## src/rtl/latency_memory.sv

```systemverilog
// latency_memory: word-organised 16-bit memory with a fixed, programmable
// response latency. It serves a read/write request handshake: the request
// is latched at acceptance, counted down, committed, and acknowledged with
// a one-cycle resp pulse.
module latency_memory #(
    parameter int unsigned ADDR_WIDTH = 8,
    parameter int unsigned LATENCY    = 4
) (
    input  logic        clk,
    input  logic        rst_n,
    input  logic        read,
    input  logic        write,
    input  logic [1:0]  wmask,
    input  logic [15:0] address,
    input  logic [15:0] wdata,
    output logic        resp,
    output logic [15:0] rdata,
    output logic        busy,
    output logic [15:0] req_count
);

    typedef enum logic [1:0] {
        IDLE,
        WAIT,
        DONE
    } state_t;

    localparam logic [3:0] LAT_M1 = 4'(LATENCY - 1);
    localparam int unsigned DEPTH = 1 << ADDR_WIDTH;

    state_t                  state_q, state_d;
    logic [3:0]              cnt_q, cnt_d;
    logic                    op_wr_q, op_wr_d;
    logic [ADDR_WIDTH-1:0]   idx_q, idx_d;
    logic [1:0]              mask_q, mask_d;
    logic [15:0]             wdata_q, wdata_d;
    logic [15:0]             rdata_q, rdata_d;
    logic [15:0]             count_q, count_d;

    // Storage is deliberately not reset; contents survive rst_n.
    logic [15:0]             mem_q [0:DEPTH-1];

    // Operands of the access performed at the edge that enters DONE.
    logic                    commit;
    logic                    c_wr;
    logic [ADDR_WIDTH-1:0]   c_idx;
    logic [1:0]              c_mask;
    logic [15:0]             c_data;

    // Byte-address bit 0 and bits above the word index do not select storage.
    logic unused_addr_bits;
    assign unused_addr_bits = ^{address[15:ADDR_WIDTH+1], address[0]};

    // Next-state, latching and commit decode.
    always_comb begin
        state_d = state_q;
        cnt_d   = cnt_q;
        op_wr_d = op_wr_q;
        idx_d   = idx_q;
        mask_d  = mask_q;
        wdata_d = wdata_q;
        rdata_d = rdata_q;
        count_d = count_q;
        commit  = 1'b0;
        c_wr    = op_wr_q;
        c_idx   = idx_q;
        c_mask  = mask_q;
        c_data  = wdata_q;

        case (state_q)
            IDLE: begin
                if (read || write) begin
                    // A simultaneous read and write is handled as a write.
                    op_wr_d = write;
                    idx_d   = address[ADDR_WIDTH:1];
                    mask_d  = wmask;
                    wdata_d = wdata;
                    cnt_d   = LAT_M1;
                    if (LATENCY == 1) begin
                        // Single-cycle latency commits at the accept edge, so
                        // the live inputs are used instead of the latches.
                        state_d = DONE;
                        commit  = 1'b1;
                        c_wr    = write;
                        c_idx   = address[ADDR_WIDTH:1];
                        c_mask  = wmask;
                        c_data  = wdata;
                    end else begin
                        state_d = WAIT;
                    end
                end
            end
            WAIT: begin
                cnt_d = cnt_q - 4'd1;
                if (cnt_q == 4'd1) begin
                    state_d = DONE;
                    commit  = 1'b1;
                end
            end
            DONE: begin
                state_d = IDLE;
                count_d = count_q + 16'd1;
            end
            default: begin
                state_d = IDLE;
            end
        endcase

        // No access may land while reset is held.
        commit = commit && rst_n;

        if (commit && !c_wr) begin
            rdata_d = mem_q[c_idx];
        end
    end

    // Control and output registers with asynchronous active-low reset.
    always_ff @(posedge clk or negedge rst_n) begin
        if (!rst_n) begin
            state_q <= IDLE;
            cnt_q   <= '0;
            op_wr_q <= 1'b0;
            idx_q   <= '0;
            mask_q  <= '0;
            wdata_q <= '0;
            rdata_q <= '0;
            count_q <= '0;
        end else begin
            state_q <= state_d;
            cnt_q   <= cnt_d;
            op_wr_q <= op_wr_d;
            idx_q   <= idx_d;
            mask_q  <= mask_d;
            wdata_q <= wdata_d;
            rdata_q <= rdata_d;
            count_q <= count_d;
        end
    end

    // Byte-masked write into the storage array at the commit edge.
    always_ff @(posedge clk) begin
        if (commit && c_wr) begin
            if (c_mask[0]) begin
                mem_q[c_idx][7:0] <= c_data[7:0];
            end
            if (c_mask[1]) begin
                mem_q[c_idx][15:8] <= c_data[15:8];
            end
        end
    end

    assign resp      = (state_q == DONE);
    assign busy      = (state_q != IDLE);
    assign rdata     = rdata_q;
    assign req_count = count_q;

endmodule

```

## config.mk

```make
export PLATFORM = sky130hd
export DESIGN_NAME = latency_memory
export DESIGN_NICKNAME = d
export VERILOG_FILES = /design/src/rtl/latency_memory.sv
export SDC_FILE = /design/constraint.sdc
export NUM_CORES = 2
export LEC_CHECK = 0
export ABC_CLOCK_PERIOD_IN_PS = 5300
export BUFFER_PORTS_ARGS = -buffer_cell sky130_fd_sc_hd__buf_2
export CAP_MARGIN = 20
export CORE_MARGIN = 2
export CORE_UTILIZATION = 33
export DETAILED_ROUTE_END_ITERATION = 16
export GPL_TIMING_DRIVEN = 1
export MAX_ROUTING_LAYER = met4
export SYNTH_ARGS = -nofsm -noshare
export SYNTH_HDL_FRONTEND = slang
export SYNTH_SLANG_ARGS = --single-unit
```

## constraint.sdc

```tcl
create_clock -name clk -period 5.3 [get_ports clk]
set_input_delay 0.795 -clock clk [delete_from_list [all_inputs] [get_ports clk]]
set_output_delay 0.795 -clock clk [all_outputs]
set_load 0.03 [all_outputs]
```

==> run summary <==
===============================================================================================
Clock share of power .............................................................        0.285
Reg2reg start ....................................................................     c_idx[3]
# Max-Cap Violations .............................................................            0
Largest stage delay on the critical path .........................................       950 ps
Final period util ................................................................       0.8185
Flip-flop cell with the highest count after synthesis ............................ sky130_fd_sc_hd__edfxtp_1
Chip width .......................................................................     702.5 um
Floorplan core area .............................................................. 0.4859 sq mm
Headroom to the max-slew limit ...................................................       0.1855
Sequential standard cell area .................................................... 0.1247 sq mm
Vias after detailed routing ......................................................       80,436
FF+latch count, synth ............................................................        4,161
Most used cell, CP ............................................................... sky130_fd_sc_hd__nor2_1
Critical path's slowest cell ..................................................... sky130_fd_sc_hd__dfrtp_4
GR Overflow Total ................................................................            0
Pins Over Slew Limit .............................................................            0
Post-layout net count ............................................................        8,016
Kind of launch point of the worst setup path .....................................     register
Clock input transition at the sequential cells of the worst setup and hold paths .        70 ps
Status ........................................................................... finished, final reports clean
Unrepaired setup endpoints after global routing ..................................        false
Filler cell count ................................................................       43,208
Largest net degree at the start of global routing ................................          210
Largest family of logic cells by synthesized area ................................ multiplexers
WS Path Type .....................................................................   reg -> reg
CTS Buf Count ....................................................................          414
Number of design rule violations left after detail routing .......................            0
HP Start .........................................................................     wdata[7]
Post-Syn Nets ....................................................................        7,619
Post-CTS setup repair buffer count ...............................................            0
Number of DRC markers in iteration 0 .............................................       10,987
Count of buffers from port buffering .............................................           63
Basic-gate share of the synthesized area counting and, or, nand and nor cells ....      0.02761
Maximum resistive drop on vdd ....................................................    0.5389 mV
Clock network latency to the later pin of the worst-skew pair ....................       970 ps
Clock tree from TritonCTS ........................................................          yes
Sum of routed wire length over all layers ........................................   443,400 um
Height of the die ................................................................     702.5 um
Tmin final .......................................................................      4338 ps
Crit path capture type ...........................................................     register
Drt via density ..................................................................        5.442
Post-synth design cell area ...................................................... 0.1610 sq mm
Area growth from synthesis to layout .............................................       14.50%
Drt first pass iters .............................................................            6
Number of antenna violations at the first check in global routing ................           13
Comb power frac ..................................................................        0.294
Cell-by-cell listing of the critical path ........................................ inv_8 -> nor2_1 -> nand2_4 -> buf_4 -> nor2_1
Routed wire per std cell .........................................................     30.00 um
Global-route wire length before repair ...........................................   623,100 um
Design internal power ............................................................    68,040 uW
R2r endpoint ..................................................................... mem_q[121][0]
Antenna Nets Post-Route ..........................................................            0
Hold EP ..........................................................................    c_data[7]
Clock sink total .................................................................        4,161
Final Hold Vio Count .............................................................            0
Overall die area ................................................................. 0.4935 sq mm
Share of cell area taken by muxes after synthesis ................................       0.1584
Via count of the first global-routing pass .......................................       81,243
Fraction of power spent switching nets ...........................................       0.3326
PD cells ......................................................................... 553.1 mW/mm^2
Power dissipated by switching net loads ..........................................    33,910 uW
Achievable frequency .............................................................    230.5 MHz
Maximum root-to-sink buffer count ................................................            4
Initial core utilization .........................................................       0.3313
Total setup violations reported at the end of the flow ...........................            0
Tot Pwr ..........................................................................   102,000 uW
Fraction of the mapped netlist area in adder cells ...............................    0.0002332
HPWL after detailed placement ....................................................   273,000 um
Worst clock skew on the final layout .............................................     47.89 ps
Fraction of registers with async set or reset after synthesis ....................      0.01562
Cell at the root of the clock tree ............................................... sky130_fd_sc_hd__clkbuf_16
Number of enable flip-flop cells after synthesis .................................        4,096
Seq/Total Area, Yosys ............................................................       0.7741
H-tree level count ...............................................................            5
Number of cells on the worst reg-to-reg path .....................................            5
Worst-Margin Slew ................................................................      1222 ps
Row Count ........................................................................          256
Count of yosys warnings during synthesis .........................................            0
Required time of the worst setup path ............................................      5880 ps
WP data arrival ..................................................................      4920 ps
Pleak ............................................................................   0.05705 uW
Mapped Cells .....................................................................        7,578
Overall global routing resource usage ............................................       0.1811
Routability Congestion ...........................................................       0.8538
Multi-input logic area ........................................................... 0.03422 sq mm
R2R setup slack ..................................................................       960 ps
Type of the worst min-delay path .................................................    in -> reg
Number of stages on the worst hold path ..........................................            3
Share of layout cells above drive strength 1 .....................................       0.2522
Post-synthesis area per instance .................................................  21.24 sq um
Synthesized-area fraction occupied by xor and xnor cells .........................    0.0008160
Fraction of the mapped netlist area in compound gates ............................      0.02396
Portion of total power attributed to sequential cells ............................        0.421
Largest fanout on the critical path ..............................................           38
Boundary pin count ...............................................................           72
Count of distinct cell types in the synthesized netlist ..........................           71
Setup total negative slack .......................................................         0 ps
===============================================================================================
## worst max path at each step
stage | endpoint | cells after the start | startpoint
floorplan | mem_q[0][0] | 0 | c_data[0]
global placement | mem_q[0][15] | 4 | c_idx[4]
detailed placement | rdata[15] | 8 | c_idx[0]
CTS | rdata[15] | 8 | c_idx[0]
global route | rdata[15] | 8 | c_idx[0]
finish | mem_q[121][0] | 5 | c_idx[3]
## layout make-up
type | instances | area share
flip-flops and latches | 4161 | 0.6765
multi-input cells | 2945 | 0.1856
clock buffers | 528 | 0.06018
well taps | 6450 | 0.04378
repair buffers | 443 | 0.02126
clock inverters | 228 | 0.01216
inverters | 10 | 0.0002851
diodes | 15 | 0.0002036
## what timing repair did
action                                 4_1_cts  5_1_grt
hold buffers                                 9        0
resized for setup                            0        0
endpoints found under the hold margin       40        0
setup endpoints to repair                    0        0
## stage by stage
stage | instances | instance area [sq um] | util | hold WS, ps | setup WS (ps)
after floorplan | 7578 | 161000 | - | 457.6 | 1313
after global placement | 13999 | 170900 | 0.3517 | 464.0 | 954.2
after detailed placement | 14000 | 170900 | 0.3517 | 484.2 | 982.2
after CTS | 14765 | 184300 | 0.3793 | 1.053 | 985.4
after global routing | 14771 | 184300 | 0.3793 | 39.37 | 859.5
final | 14780 | 184300 | 0.3794 | 65.02 | 961.7
## placed cells by master (no fill, tap or decap), types with 10 or more instances in the layout
master,instances
sky130_fd_sc_hd__edfxtp_1,4096
sky130_fd_sc_hd__mux4_2,972
sky130_fd_sc_hd__nor2_1,583
sky130_fd_sc_hd__clkbuf_16,423
sky130_fd_sc_hd__mux2i_1,314
sky130_fd_sc_hd__buf_4,314
sky130_fd_sc_hd__nand2_1,264
sky130_fd_sc_hd__a22oi_1,127
sky130_fd_sc_hd__o22ai_1,94
sky130_fd_sc_hd__clkbuf_1,93
sky130_fd_sc_hd__clkinv_1,93
sky130_fd_sc_hd__a21oi_1,70
sky130_fd_sc_hd__clkinv_2,66
sky130_fd_sc_hd__buf_2,62
sky130_fd_sc_hd__buf_12,58
sky130_fd_sc_hd__nand3_1,49
sky130_fd_sc_hd__mux2_2,41
sky130_fd_sc_hd__dfrtp_1,41
sky130_fd_sc_hd__bufinv_16,39
sky130_fd_sc_hd__o21ai_0,32
sky130_fd_sc_hd__o221ai_1,30
sky130_fd_sc_hd__nor3_1,26
sky130_fd_sc_hd__o211ai_1,25
sky130_fd_sc_hd__nand4_1,23
sky130_fd_sc_hd__a31oi_1,21
sky130_fd_sc_hd__a22o_1,20
sky130_fd_sc_hd__dfrtp_4,20
sky130_fd_sc_hd__o22a_1,19
sky130_fd_sc_hd__and3_1,17
sky130_fd_sc_hd__nand2_4,16
sky130_fd_sc_hd__a221oi_1,16
sky130_fd_sc_hd__diode_2,15
sky130_fd_sc_hd__o2111ai_1,13
sky130_fd_sc_hd__clkbuf_8,11
sky130_fd_sc_hd__a211oi_1,10
sky130_fd_sc_hd__a32o_1,10
sky130_fd_sc_hd__xnor2_1,10
## power by group through the flow
stage / combinational (uW) / clock [uW] / sequential (uW)
global route: 31000 / 30700 / 43000
global placement: 29500 / 0 / 43400
CTS: 30000 / 29400 / 42900
finish: 30000 / 29100 / 42900
detailed placement: 29900 / 0 / 43500
floorplan: 15600 / 0 / 45100
## synthesized netlist by cell type (all sizes together), types with 20 or more instances
library cell     n  share of area
clkbuf         188         0.0044
edfxtp        4096           0.76
nand2          282         0.0066
dfrtp           65          0.010
o22ai           94         0.0037
a21oi           70         0.0022
nor2           589          0.014
a22o            20         0.0011
nand3           49         0.0015
o221ai          30         0.0016
mux4           972           0.14
buf            274          0.010
o21ai           35         0.0011
a31oi           21        0.00082
a22oi          127         0.0059
nor3            26        0.00081
nand4           23        0.00089
o211ai          25         0.0012
mux2i          314          0.020
mux2            41         0.0029
## sequential cells by signal, summed over array words and instances, names as in the netlist
name	flops
mem_q	4096
c_data	16
rdata	16
req_count	16
c_idx	8
cnt_q	4
c_mask	2
state_q	2
c_wr	1
## layer usage
layer  GRT usage  vias to the layer above  routed length (um)
li1            -                    32370                   -
met1      0.2398                    43233              177200
met2      0.2820                     4067              210600
met3     0.03377                      766               39110
met4     0.06168                        0               16470
met5           -                        -                   0
## cell families (layout without fill, tap and decap cells)
kind of cell | Yosys count | in the layout
compound gates | 540 | 540
flops | 4161 | 4161
simple gates | 1060 | 1060
buf+inv | 472 | 1209
xor+xnor | 15 | 15
fa+ha+maj | 3 | 3
other cells | 0 | 15
mux | 1327 | 1327
## worst max-delay path, delay by kind of cell (launching register included)
family	cells	cell delay, ps
flip-flops	1	950
buffers and inverters	2	840
AND/OR/NAND/NOR	3	1940
Note: power is estimated with default switching activity, not from simulation.
